===== src/rtl/gray_pkg.sv =====
`default_nettype none
// ============================================================================
// Module   : gray_pkg
// Purpose  : Shared types and helpers for the Gray/binary codec pipeline.
// Revision : 1.0
// ============================================================================
package gray_pkg;

    typedef enum logic {
        GRAY_ENC = 1'b0,
        GRAY_DEC = 1'b1
    } gray_mode_e;

    // Widest lane the popcount helper handles.
    localparam int c_POP_W = 256;

    function automatic int slice_w(input int dw, input int stages);
        return (dw + stages - 1) / stages;
    endfunction

    function automatic int unsigned popcount(input logic [c_POP_W-1:0] v);
        int unsigned n;
        n = 0;
        for (int i = 0; i < c_POP_W; i++) n += 32'(v[i]);
        return n;
    endfunction

endpackage
`default_nettype wire


===== src/rtl/gray_adj_check.sv =====
`default_nettype none
// ============================================================================
// Module   : gray_adj_check
// Purpose  : Sticky flag for decode samples that move more than one bit.
// Revision : 1.0
// ============================================================================
module gray_adj_check
    import gray_pkg::*;
#(
    parameter int DW = 8
) (
    input  logic          clk,
    input  logic          rst,
    input  logic          chk_en,
    input  logic          err_clr,
    input  logic [DW-1:0] gray,
    output logic          adj_err
);

    logic [DW-1:0] r_prev;
    logic          r_have_prev;
    logic          r_err;
    logic          w_viol;

    assign w_viol = chk_en && r_have_prev &&
                    (popcount(c_POP_W'(gray ^ r_prev)) > 32'd1);

    // A new violation outranks a simultaneous clear.
    always_ff @(posedge clk or posedge rst) begin
        if (rst) begin
            r_prev      <= '0;
            r_have_prev <= 1'b0;
            r_err       <= 1'b0;
        end else begin
            if (w_viol) begin
                r_err <= 1'b1;
            end else if (err_clr) begin
                r_err <= 1'b0;
            end
            if (chk_en) begin
                r_prev      <= gray;
                r_have_prev <= 1'b1;
            end
        end
    end

    assign adj_err = r_err;

endmodule
`default_nettype wire


===== src/rtl/gray_codec_pipe.sv =====
`default_nettype none
// ============================================================================
// Module   : gray_codec_pipe
// Purpose  : Multi-lane elastic Gray encode/decode pipeline with adjacency check.
// Revision : 1.0
// ============================================================================
module gray_codec_pipe
    import gray_pkg::*;
#(
    parameter int DW     = 8,
    parameter int LANES  = 1,
    parameter int STAGES = 2
) (
    input  logic                clk,
    input  logic                rst,
    input  logic                in_valid,
    output logic                in_ready,
    input  logic                in_mode,
    input  logic [LANES*DW-1:0] in_data,
    output logic                out_valid,
    input  logic                out_ready,
    output logic                out_mode,
    output logic [LANES*DW-1:0] out_data,
    input  logic                err_clr,
    output logic [LANES-1:0]    adj_err
);

    localparam int c_SW = slice_w(DW, STAGES);
    localparam int c_W  = LANES * DW;

    logic [STAGES-1:0] r_vld;
    gray_mode_e        r_mode     [STAGES];
    logic [c_W-1:0]    r_data     [STAGES];

    logic [STAGES-1:0] w_srdy;
    logic [STAGES-1:0] w_up_vld;
    gray_mode_e        w_src_mode [STAGES];
    logic [c_W-1:0]    w_src_data [STAGES];
    logic [c_W-1:0]    w_nxt_data [STAGES];
    logic              w_chk_en;

    // Resolve slice k (MSB-first); bits above are already binary, bits below still Gray.
    function automatic logic [DW-1:0] dec_slice(input logic [DW-1:0] v, input int k);
        logic [DW-1:0] t;
        int            hi;
        int            lo;
        t  = v;
        hi = DW - 1 - k * c_SW;
        lo = DW - (k + 1) * c_SW;
        for (int i = DW - 2; i >= 0; i--) begin
            if (i <= hi && i >= lo) t[i] = t[i+1] ^ t[i];
        end
        return t;
    endfunction

    always_comb begin
        logic rdy;
        w_srdy = '0;
        rdy    = out_ready;
        for (int k = STAGES - 1; k >= 0; k--) begin
            rdy       = !r_vld[k] || rdy;
            w_srdy[k] = rdy;
        end
    end

    assign w_up_vld[0]   = in_valid;
    assign w_src_mode[0] = gray_mode_e'(in_mode);
    assign w_src_data[0] = in_data;

    for (genvar k = 1; k < STAGES; k++) begin : g_link
        assign w_up_vld[k]   = r_vld[k-1];
        assign w_src_mode[k] = r_mode[k-1];
        assign w_src_data[k] = r_data[k-1];
    end

    always_comb begin
        for (int k = 0; k < STAGES; k++) begin
            w_nxt_data[k] = w_src_data[k];
            for (int l = 0; l < LANES; l++) begin
                if (w_src_mode[k] == GRAY_DEC) begin
                    w_nxt_data[k][l*DW +: DW] = dec_slice(w_src_data[k][l*DW +: DW], k);
                end else if (k == 0) begin
                    w_nxt_data[k][l*DW +: DW] = w_src_data[k][l*DW +: DW] ^
                                                (w_src_data[k][l*DW +: DW] >> 1);
                end
            end
        end
    end

    always_ff @(posedge clk or posedge rst) begin
        if (rst) begin
            r_vld <= '0;
            for (int k = 0; k < STAGES; k++) begin
                r_mode[k] <= GRAY_ENC;
                r_data[k] <= '0;
            end
        end else begin
            for (int k = 0; k < STAGES; k++) begin
                if (w_srdy[k]) begin
                    r_vld[k] <= w_up_vld[k];
                    if (w_up_vld[k]) begin
                        r_mode[k] <= w_src_mode[k];
                        r_data[k] <= w_nxt_data[k];
                    end
                end
            end
        end
    end

    assign in_ready  = w_srdy[0];
    assign out_valid = r_vld[STAGES-1];
    assign out_mode  = r_mode[STAGES-1];
    assign out_data  = r_data[STAGES-1];

    assign w_chk_en = in_valid && w_srdy[0] && (in_mode == GRAY_DEC);

    for (genvar l = 0; l < LANES; l++) begin : g_lane
        gray_adj_check #(
            .DW(DW)
        ) u_adj (
            .clk     (clk),
            .rst     (rst),
            .chk_en  (w_chk_en),
            .err_clr (err_clr),
            .gray    (in_data[l*DW +: DW]),
            .adj_err (adj_err[l])
        );
    end

endmodule
`default_nettype wire


===== config.mk =====
export PLATFORM = sky130hd
export DESIGN_NAME = gray_codec_pipe
export DESIGN_NICKNAME = d
export VERILOG_FILES = /design/src/rtl/gray_pkg.sv /design/src/rtl/gray_adj_check.sv /design/src/rtl/gray_codec_pipe.sv
export SDC_FILE = /design/constraint.sdc
export NUM_CORES = 1
export LEC_CHECK = 0
export ABC_AREA = 1
export CAP_MARGIN = 5
export CORE_MARGIN = 1.5
export CORE_UTILIZATION = 53
export DETAILED_ROUTE_END_ITERATION = 16
export GPL_TIMING_DRIVEN = 0
export MAX_ROUTING_LAYER = met4
export PLACE_DENSITY_LB_ADDON = 0.15
export SYNTH_ARGS = -nofsm -noshare
export SYNTH_HDL_FRONTEND = slang
export SYNTH_SLANG_ARGS = --single-unit

===== constraint.sdc =====
create_clock -name clk -period 3.7 [get_ports clk]
set_input_delay 1.11 -clock clk [delete_from_list [all_inputs] [get_ports clk]]
set_output_delay 1.11 -clock clk [all_outputs]
set_load 0.1 [all_outputs]

==> flow_metrics.py <==
metrics = {
    "grt": {
        "grt_max_degree": 31,
        "grt_pass1_vias": 1271,
        "track_usage": 0.203,
        "grt_pass1_wl_um": 5160,
        "grt-ovfl-total": 0,
        "antenna_found_initial": 0,
    },
    "floorplanning": {
        "fp-row-count": 20,
        "die_h_um": 59.7,
        "io_pins": 26,
        "die-area_um2": 3560,
        "start_util": 0.558,
        "die_width_um": 59.7,
        "core_area_um2": 3050,
    },
    "sta": {
        "rsz0062_at_grt": "no",
        "finalSetupTns_ps": 0,
        "setup_viol": 0,
        "tightest_slew_ps": 968,
        "fmax_ghz": 0.273,
        "relSlewSlack": 0.353,
        "report.final.slew_viol_count": 0,
        "fin_hold_ws_ps": 484,
        "min_period_over_period": 0.989,
        "skew_ps": 7.52,
        "final-hold-violation-count": 0,
        "final.min_clock_period_ps": 3660,
    },
    "route": {
        "via_per_inst": 4.73,
        "ant_nets": 0,
        "drt_iter0_markers": 45,
        "wl_per_cell_um": 10.9,
        "dr.pass1.iters": 5,
        "remaining_drc_errors": 0,
        "vias": 1262,
        "wirelength_um": 2910,
    },
    "clock_network": {
        "ctsRootBufferMaster": "clkbuf_4",
        "cts.sinks": 30,
        "clk_transition_reported_paths_ps": 90,
        "ctsHoldBuffers": 0,
        "clkLatencyLatePin_ps": 330,
        "cts_buffer_depth": 2,
        "cts_buffers": 5,
        "htreeDepth": 2,
        "post-cts-setup-buffers": 0,
        "cts_tree": "yes",
    },
    "outcome": {
        "run_status": "finished, final reports clean",
    },
    "placed_design": {
        "gp_congestion": 0.747,
        "hpwl_um": 2280,
        "io_buffers": 25,
        "placed_cells": 260,
        "placed_area_um2": 2010,
    },
    "synthesis": {
        "synth_nets": 212,
        "yosys_warnings": 0,
        "synth_top_family_by_area": "simple AND/OR/NAND/NOR gates",
        "synth_compound_area_frac": 0.0757,
        "synth-main-ff-cell": "dfrtp_1",
        "netlist.area_leader.share": 0.441,
        "synth_fa_ha_area_frac": 0.0691,
        "synth-edff-count": 0,
        "synth_cells": 191,
        "synth_cell_type_count": 27,
        "synth_top_area_cell": "dfrtp_1",
        "yosysMostFrequentCell": "nand2_1",
        "ys_seq_area_frac": 0.441,
        "synth_area_um2": 1700,
        "synth-simple-area-share": 0.220,
        "yosys-top-cells-area": "dfrtp_1, nand2_1, xor2_1, fa_1, inv_1",
        "async_reset_ff_frac": 1.00,
        "avgSynthCellArea_um2": 8.92,
        "synth-seq-cells": 30,
        "synth_xor_area_frac": 0.0823,
        "synth_commonest_cells": "nand2_1, dfrtp_1, inv_1, xor2_1, buf_4",
        "muxShareOfSynthArea": 0,
    },
    "layout": {
        "area_growth_pct": 21.8,
        "layout-drive-gt1-share": 0.197,
        "nets": 245,
        "register_area_um2": 751,
        "fill_cells": 269,
        "multi_input_area_um2": 764,
        "instances_no_fill": 267,
        "final_area_um2": 2070,
        "antenna_cells": 0,
    },
    "setup_path": {
        "reg2reg_setup_slack_ps": 780,
        "worstSetupPathType": "in2out",
        "critPathLaunchType": "input pin",
        "reg2regPathDepth": 11,
        "endpoint_kind": "primary output",
        "worstPathRequired_ps": 2590,
        "arrival_ps": 2550,
        "path_max_fanout": 3,
    },
    "run": {
        "max_cap_viol_count": 0,
    },
    "power_and_ir_drop": {
        "leakage_uw": 0.00105,
        "ir_drop_uv": 377,
        "power_uw": 1400,
        "pwr_density_cell_nw_per_um2": 675,
    },
    "min_path": {
        "hold_class": "reg2reg",
        "holdPathStages": 2,
    },
}
per-layer routing:
layer / vias up / GRT usage / wire length, um
li1: 647 / - / -
met1: 591 / 0.217 / 1210
met2: 20 / 0.346 / 1560
met3: 4 / 0.0736 / 111
met4: 0 / 0.0698 / 30
met5: - / - / 0
cell families after synthesis:
group	count (synthesis)
simple gates	82
buf+inv	36
flops	30
compound gates	20
xor+xnor	16
fa+ha+maj	7
critical path: stages:
cell             delay (ps)
clkdlybuf4s50_1         470
inv_2                    50
nand3_2                  90
clkdlybuf4s15_1         830
per-stage QoR:
stage | util | setup WS, ps
detailed placement | 0.658 | -536
global placement | 0.658 | -502
finish | 0.680 | 39.0
global route | 0.680 | 2.53
CTS | 0.673 | 4.54
floorplan | - | 119
cell type report:
cell class,count,share of cell area
Tap cell,44,0.0265
Multi-Input combinational cell,125,0.369
Timing Repair Buffer,26,0.127
Sequential cell,30,0.362
Inverter,25,0.0464
Clock buffer,6,0.0247
Buffer,11,0.0452
cells in the final DEF, fill, tap and decap left out, types with 2 or more instances in the layout:
| master | count |
|---|---|
| clkbuf_2 | 3 |
| nand2_2 | 7 |
| o21ai_1 | 7 |
| nand2_1 | 59 |
| nand4_1 | 2 |
| dfrtp_1 | 30 |
| o21ai_2 | 5 |
| nor2_1 | 2 |
| clkdlybuf4s50_1 | 21 |
| inv_2 | 5 |
| ha_1 | 3 |
| o21ai_0 | 5 |
| xor2_1 | 14 |
| xnor2_1 | 2 |
| buf_4 | 9 |
| nand3_1 | 7 |
| clkbuf_4 | 5 |
| fa_1 | 3 |
| inv_1 | 19 |
power breakdown:
group | internal, uW | leakage, uW | total [uW] | switching [uW]
clock network | 85.4 | 0.0000302 | 190 | 104
logic | 248 | 0.000656 | 761 | 513
registers | 400 | 0.000364 | 450 | 50.1
total | 733 | 0.00105 | 1400 | 667
flip-flops by register name, summed over array words and instances, names as in the netlist:
signal / cells
g_lane.u_adj.r_prev: 8
out_data: 8
r_data: 8
r_vld: 2
g_lane.u_adj.adj_err: 1
g_lane.u_adj.r_have_prev: 1
out_mode: 1
r_mode: 1
worst paths after layout:
kind / startpoint / end
max in group asynchronous: rst / out_data[7]
min: out_data[0] / out_data[0]
min in group asynchronous: rst / out_data[3]
max reg2reg: g_lane[0].u_adj.r_prev[2] / g_lane[0].u_adj.adj_err
max: out_ready / in_ready
min reg2reg: out_data[0] / out_data[0]
repair_timing:
action | in CTS | in global routing
endpoints found under the setup margin | 2 | 2
resized for setup | 4 | 9
pin swaps | 0 | 0
(Power assumes the default switching activity.)
==> RTL edit 1: new RTL, config.mk and constraints unchanged <==
Change the parameter `STAGES` from 2 to 1.
--- a/src/rtl/gray_codec_pipe.sv
+++ b/src/rtl/gray_codec_pipe.sv
@@ -9,7 +9,7 @@
 #(
     parameter int DW     = 8,
     parameter int LANES  = 1,
-    parameter int STAGES = 2
+    parameter int STAGES = 1
 ) (
     input  logic                clk,
     input  logic                rst,
Function: changed (Yosys sat finds a counterexample within 4 cycles, from zero or initial values and one cycle with rst high).
==> RTL edit 1 against the unedited design <==
The flow now finishes with violations (setup timing). Wire length is 18% lower. Worst setup slack worse by 51 ps. Synthesized area is 33% lower. Design area is 28% lower. Critical path depth is 9 higher. Total power is 35% lower. Sequential cell count is 10 lower. Hold slack better by 4.3 ps.
==> RTL edit 1: results (changes against the unedited design) <==
Timing
The setup violation total in the final timing report came to 1 (was 0). The actual transition at the worst max-transition pin is 966 ps (was 968 ps). The post-route clock skew is 1.99 ps (was 7.52 ps). The worst-case setup margin in the final layout is -11.7 ps (was 39.0 ps).

Placement
The worst slack after detailed placement is -681 ps (was -536 ps). The detailed-placement wirelength estimate is 1880 um (was 2280 um). The global placer's final weighted congestion is 0.802 (was 0.747). The total of buffers placed on input and output ports is 25 (unchanged).

Routing
The number of DRC markers after the initial detailed-route iteration is 24 (was 45). The wire length per cell after detailed routing is 12.3 um (was 10.9 um). The first-pass iteration count of the detailed router is 4 (was 5). The average via count per standard cell is 5.35 (was 4.73).

The aggregate routed wire length is 2390 um (was 2910 um).

Global route
The largest net degree at the start of global routing is 21 (was 31). The overall track demand over capacity in global routing came to 22.8% (was 20.3%). The first-pass GRT wire length is 4260 um (was 5160 um). The met1 track utilization from global routing was 27.9% (was 21.7%). The initial antenna violation count came to 0 (unchanged). The met2 usage came to 40.1% (was 34.6%).

The via count of the first global-routing pass is 1,032 (was 1,271). The met3 capacity usage during global routing is 2.12% (was 7.36%).

Synthesis
Synth top cells by count: 37 x nand2_1, 20 x dfrtp_1, 18 x inv_1 (was 59 x nand2_1, 30 x dfrtp_1, 19 x inv_1). The share of synthesized flip-flops with an asynchronous set or reset is 100% (unchanged). The most used flip-flop cell after synthesis is dfrtp_1 (unchanged). The register area share after synthesis is 43.7% (was 44.1%).

The number of instances in the synthesized netlist is 139 (was 191). The post-synth net total was 160 (was 212). Main area contributors after synthesis: dfrtp_1 44%, nand2_1 12%, fa_1 7.0% (was dfrtp_1 44%, nand2_1 13%, xor2_1 7.2%). The count of cell types in the netlist was 20 (was 27).

The number of warning messages in the yosys log is 0 (unchanged).

Clock network
The clock root buffer master is clkbuf_4 (unchanged). The clock-pin slew on the worst setup and hold paths is 110 ps (was 90 ps). The number of buffers inserted during clock tree synthesis is 3 (was 5). The number of levels in the clock H-tree is 1 (was 2). The CTS tree is done (unchanged). The later-pin clock latency in the skew report is 300 ps (was 330 ps).

The maximum clock path buffer count is 2 (unchanged).

Worst setup path
The data arrival time of the worst path is 3950 ps (was 2550 ps). The largest fanout of any net on the critical path is 3 (unchanged).

Power
The leakage power of the design is 0.000742 uW (was 0.00105 uW). The proportion of total power due to net switching is 47.7% (about the same). The maximum vdd drop is 0.388 mV (was 0.377 mV).

Finish
The final net count is 190 (was 245). The number of antenna diodes is 0 (unchanged). The share of cells above drive strength 1 is 10.7% (was 19.7%).

Run status
The checks that failed: setup timing. Result of the run: finished with violations (was completed).
[RTL edit 1: cell types whose count changed after synthesis, sizes merged, moves of 2 or more]
cell and change:
a31oi +4, dfrtp -10, clkbuf +2, buf -11, nor2 +4, xor2 -7, inv -4, nand2 -29
a21oi +2
[RTL edit 1: power by group through the flow]
stage / Clock (uW) / Combinational (uW) / Sequential (uW)
after floorplan: 0 / 208 / 437
after global placement: 0 / 462 / 278
after detailed placement: 0 / 488 / 280
after CTS: 130 / 489 / 275
after global routing: 137 / 556 / 282
final: 128 / 504 / 276
[RTL edit 1: area by class of cell]
type	count	area [um2]
flip-flops and latches	20	500
multi-input cells	96	571
inverters	21	78.8
well taps	27	33.8
clock buffers	4	36.3
plain buffers	2	7.51
fillers	149	517
repair buffers	25	258
[RTL edit 1: final timing paths]
check                      slack [ps]                          end  depth (start not counted)                         from
min                               490  g_lane[0].u_adj.r_have_prev                          1  g_lane[0].u_adj.r_have_prev
min reg2reg                       490  g_lane[0].u_adj.r_have_prev                          1  g_lane[0].u_adj.r_have_prev
min in group asynchronous        1230                  out_data[5]                          2                          rst
max                               -10      g_lane[0].u_adj.adj_err                         13                   in_data[0]
max reg2reg                       500      g_lane[0].u_adj.adj_err                         12    g_lane[0].u_adj.r_prev[0]
max in group asynchronous        1990    g_lane[0].u_adj.r_prev[0]                          2                          rst
[RTL edit 1: through the flow]
step / util [%] / hold WS, ps / setup TNS, ps / area [um2]
6_report: 74.2 / 489 / -11.7 / 1490
5_1_grt: 74.2 / 511 / -130 / 1490
4_1_cts: 73.1 / 492 / -141 / 1460
3_5_place_dp: 71.5 / 466 / -920 / 1430
3_3_place_gp: 71.5 / 457 / -817 / 1430
2_1_floorplan: - / 440 / 0 / 1150
[RTL edit 1: worst max-delay path: stages]
cell and delay (ps):
buf_6 100, xor2_1 150, ha_1 320, fa_1 530, inv_2 50, fa_1 560, inv_2 50, fa_2 360
inv_2 60, fa_2 410, nand2_1 80, o211ai_1 90, o21ai_1 80
[RTL edit 1: repair_timing]
item,4_1_cts,5_1_grt
pin swaps,0,7
buffers inserted,0,0
hold buffers,0,0
endpoints found under the setup margin,2,2
gates resized for setup,3,17
[RTL edit 1: kinds of logic after synthesis]
kind of cell    synth area share (%)
flops                           43.7
buf+inv                         7.54
compound gates                  11.6
simple gates                    20.0
fa+ha+maj                       10.3
xor+xnor                        6.89
[RTL edit 1: routing by layer]
layer / share of wire (%) / wire, um / vias to the layer above
met2: 49 / 1180 / 48
met4: 1.5 / 35 / 0
met1: 42 / 1010 / 493
met3: 6.7 / 160 / 5
met5: 0 / 0 / -
li1: - / - / 498
==> RTL edit 2: new RTL, config.mk and constraints unchanged <==
Without the edit above. Put a register stage on the output `adj_err`, with the module's reset. The value now appears one clock later. The other outputs are not delayed to match.
--- a/src/rtl/gray_codec_pipe.sv
+++ b/src/rtl/gray_codec_pipe.sv
@@ -27,6 +27,8 @@
 
     localparam int c_SW = slice_w(DW, STAGES);
     localparam int c_W  = LANES * DW;
+
+    logic [LANES-1:0] adj_err_d;
 
     logic [STAGES-1:0] r_vld;
     gray_mode_e        r_mode     [STAGES];
@@ -123,8 +125,16 @@
             .chk_en  (w_chk_en),
             .err_clr (err_clr),
             .gray    (in_data[l*DW +: DW]),
-            .adj_err (adj_err[l])
+            .adj_err (adj_err_d[l])
         );
+    end
+
+    always_ff @(posedge clk or posedge rst) begin
+        if (rst) begin
+            adj_err <= '0;
+        end else begin
+            adj_err <= adj_err_d;
+        end
     end
 
 endmodule
Function: changed (Yosys sat finds a counterexample within 4 cycles, from zero or initial values and one cycle with rst high).
==> RTL edit 2 against the unedited design <==
Wire length up 9.4%. Maximum frequency up 2.5%. Synthesized area up 1.5%. Sequential cell count increased by 1. Cell count increased by 0.75%. Total power up 3.8%. Design area increased by 1.4%. Worst setup slack improved by 88 ps.
==> RTL edit 2: results (changes against the unedited design) <==
Run status
Result of the run: completed (unchanged).

Routing
The average via count per standard cell is 4.90 (was 4.73). The number of DRC markers after the initial detailed-route iteration is 34 (was 45). The aggregate routed wire length was 3180 um (was 2910 um). The first-pass iteration count of the detailed router is 4 (was 5).

Power
The maximum vdd drop came to 0.340 mV (was 0.377 mV). The leakage power of the design is 0.00107 uW (was 0.00105 uW).

Placement
The worst slack after detailed placement came to -585 ps (was -536 ps). The detailed-placement wirelength estimate is 2450 um (was 2280 um).

Global route
The first-pass GRT wire length is 5660 um (was 5160 um). The largest net degree at the start of global routing is 32 (was 31). The overall track demand over capacity in global routing is 22.3% (was 20.3%).

Worst setup path
The slowest stage cell on the critical path is fa_1 (was clkdlybuf4s15_1). The slack of the worst reg-to-reg path is 720 ps (was 780 ps). The data arrival time of the worst path is 3820 ps (was 2550 ps).

The cell family with the largest share of critical-path delay was adder cells (was buffers and inverters). The largest fanout of any net on the critical path is 4 (was 3). The delay of the slowest cell on the worst path is 530 ps (was 830 ps).

Min path
The worst-case hold path end point is adj_err (was out_data[0]). The cell depth of the worst min-delay path is 0 (was 2). The hold path startpoint is g_lane[0].u_adj.adj_err (was out_data[0]).

Synthesis
Synth top cells by count: 59 x nand2_1, 31 x dfrtp_1, 19 x inv_1 (was 59 x nand2_1, 30 x dfrtp_1, 19 x inv_1).

Timing
The post-route clock skew is 6.67 ps (was 7.52 ps). The worst hold slack after final layout is 388 ps (was 484 ps).

Finish
The final net count came to 246 (was 245).
RTL edit 2: cell types whose count changed after synthesis, sizes merged:
cell and change:
dfrtp +1
RTL edit 2: per-layer routing:
layer  GRT usage, %  routed length, um
met2           38.5               1730
met1           23.7               1270
met3           6.93                120
met5              -                  0
met4           8.25                 57
RTL edit 2: kinds of logic after synthesis:
family	count (synthesis)	share of synthesized area [%]
AND/OR/NAND/NOR	82	21.7
XOR/XNOR	16	8.11
adder cells (fa/ha/maj)	7	6.81
buffers and inverters	36	11.0
AO/OA/AOI/OAI	20	7.46
flip-flops	31	44.9
RTL edit 2: what timing repair did:
| item | 4_1_cts | 5_1_grt |
|---|---|---|
| buffers inserted | 0 | 0 |
| pin swaps | 0 | 1 |
| gates resized for setup | 5 | 6 |
| cloned | 0 | 0 |
| setup endpoints to repair | 2 | 2 |
RTL edit 2: power by group:
group          internal, uW  total, uW  switching (uW)
clock network          87.9        199             111
registers               416        467            51.3
logic                   252        788             535
RTL edit 2: metrics by stage:
step | std cells | cell area [um2]
3_3_place_gp | 261 | 2030
2_1_floorplan | 192 | 1730
4_1_cts | 268 | 2090
5_1_grt | 269 | 2100
6_report | 269 | 2100
3_5_place_dp | 261 | 2030
RTL edit 2: how the worst max path moves through the flow:
stage,startpoint,end,slack (ps)
after global routing,in_data[5],g_lane[0].u_adj.adj_err,7
after detailed placement,in_data[2],g_lane[0].u_adj.adj_err,-580
after CTS,out_ready,in_ready,1
after global placement,in_data[2],g_lane[0].u_adj.adj_err,-530
final,in_data[5],g_lane[0].u_adj.adj_err,130
after floorplan,in_data[2],g_lane[0].u_adj.adj_err,120
RTL edit 2: area by class of cell:
type                       count  area [um2]
fill                         283         975
inverter                      25        96.3
clock buffer                   6        51.3
tap                           44        55.1
sequential                    31         776
timing repair buffer          26         262
multi-input combinational    125         764
buffer                        11        93.8
clock inverter                 1        5.00
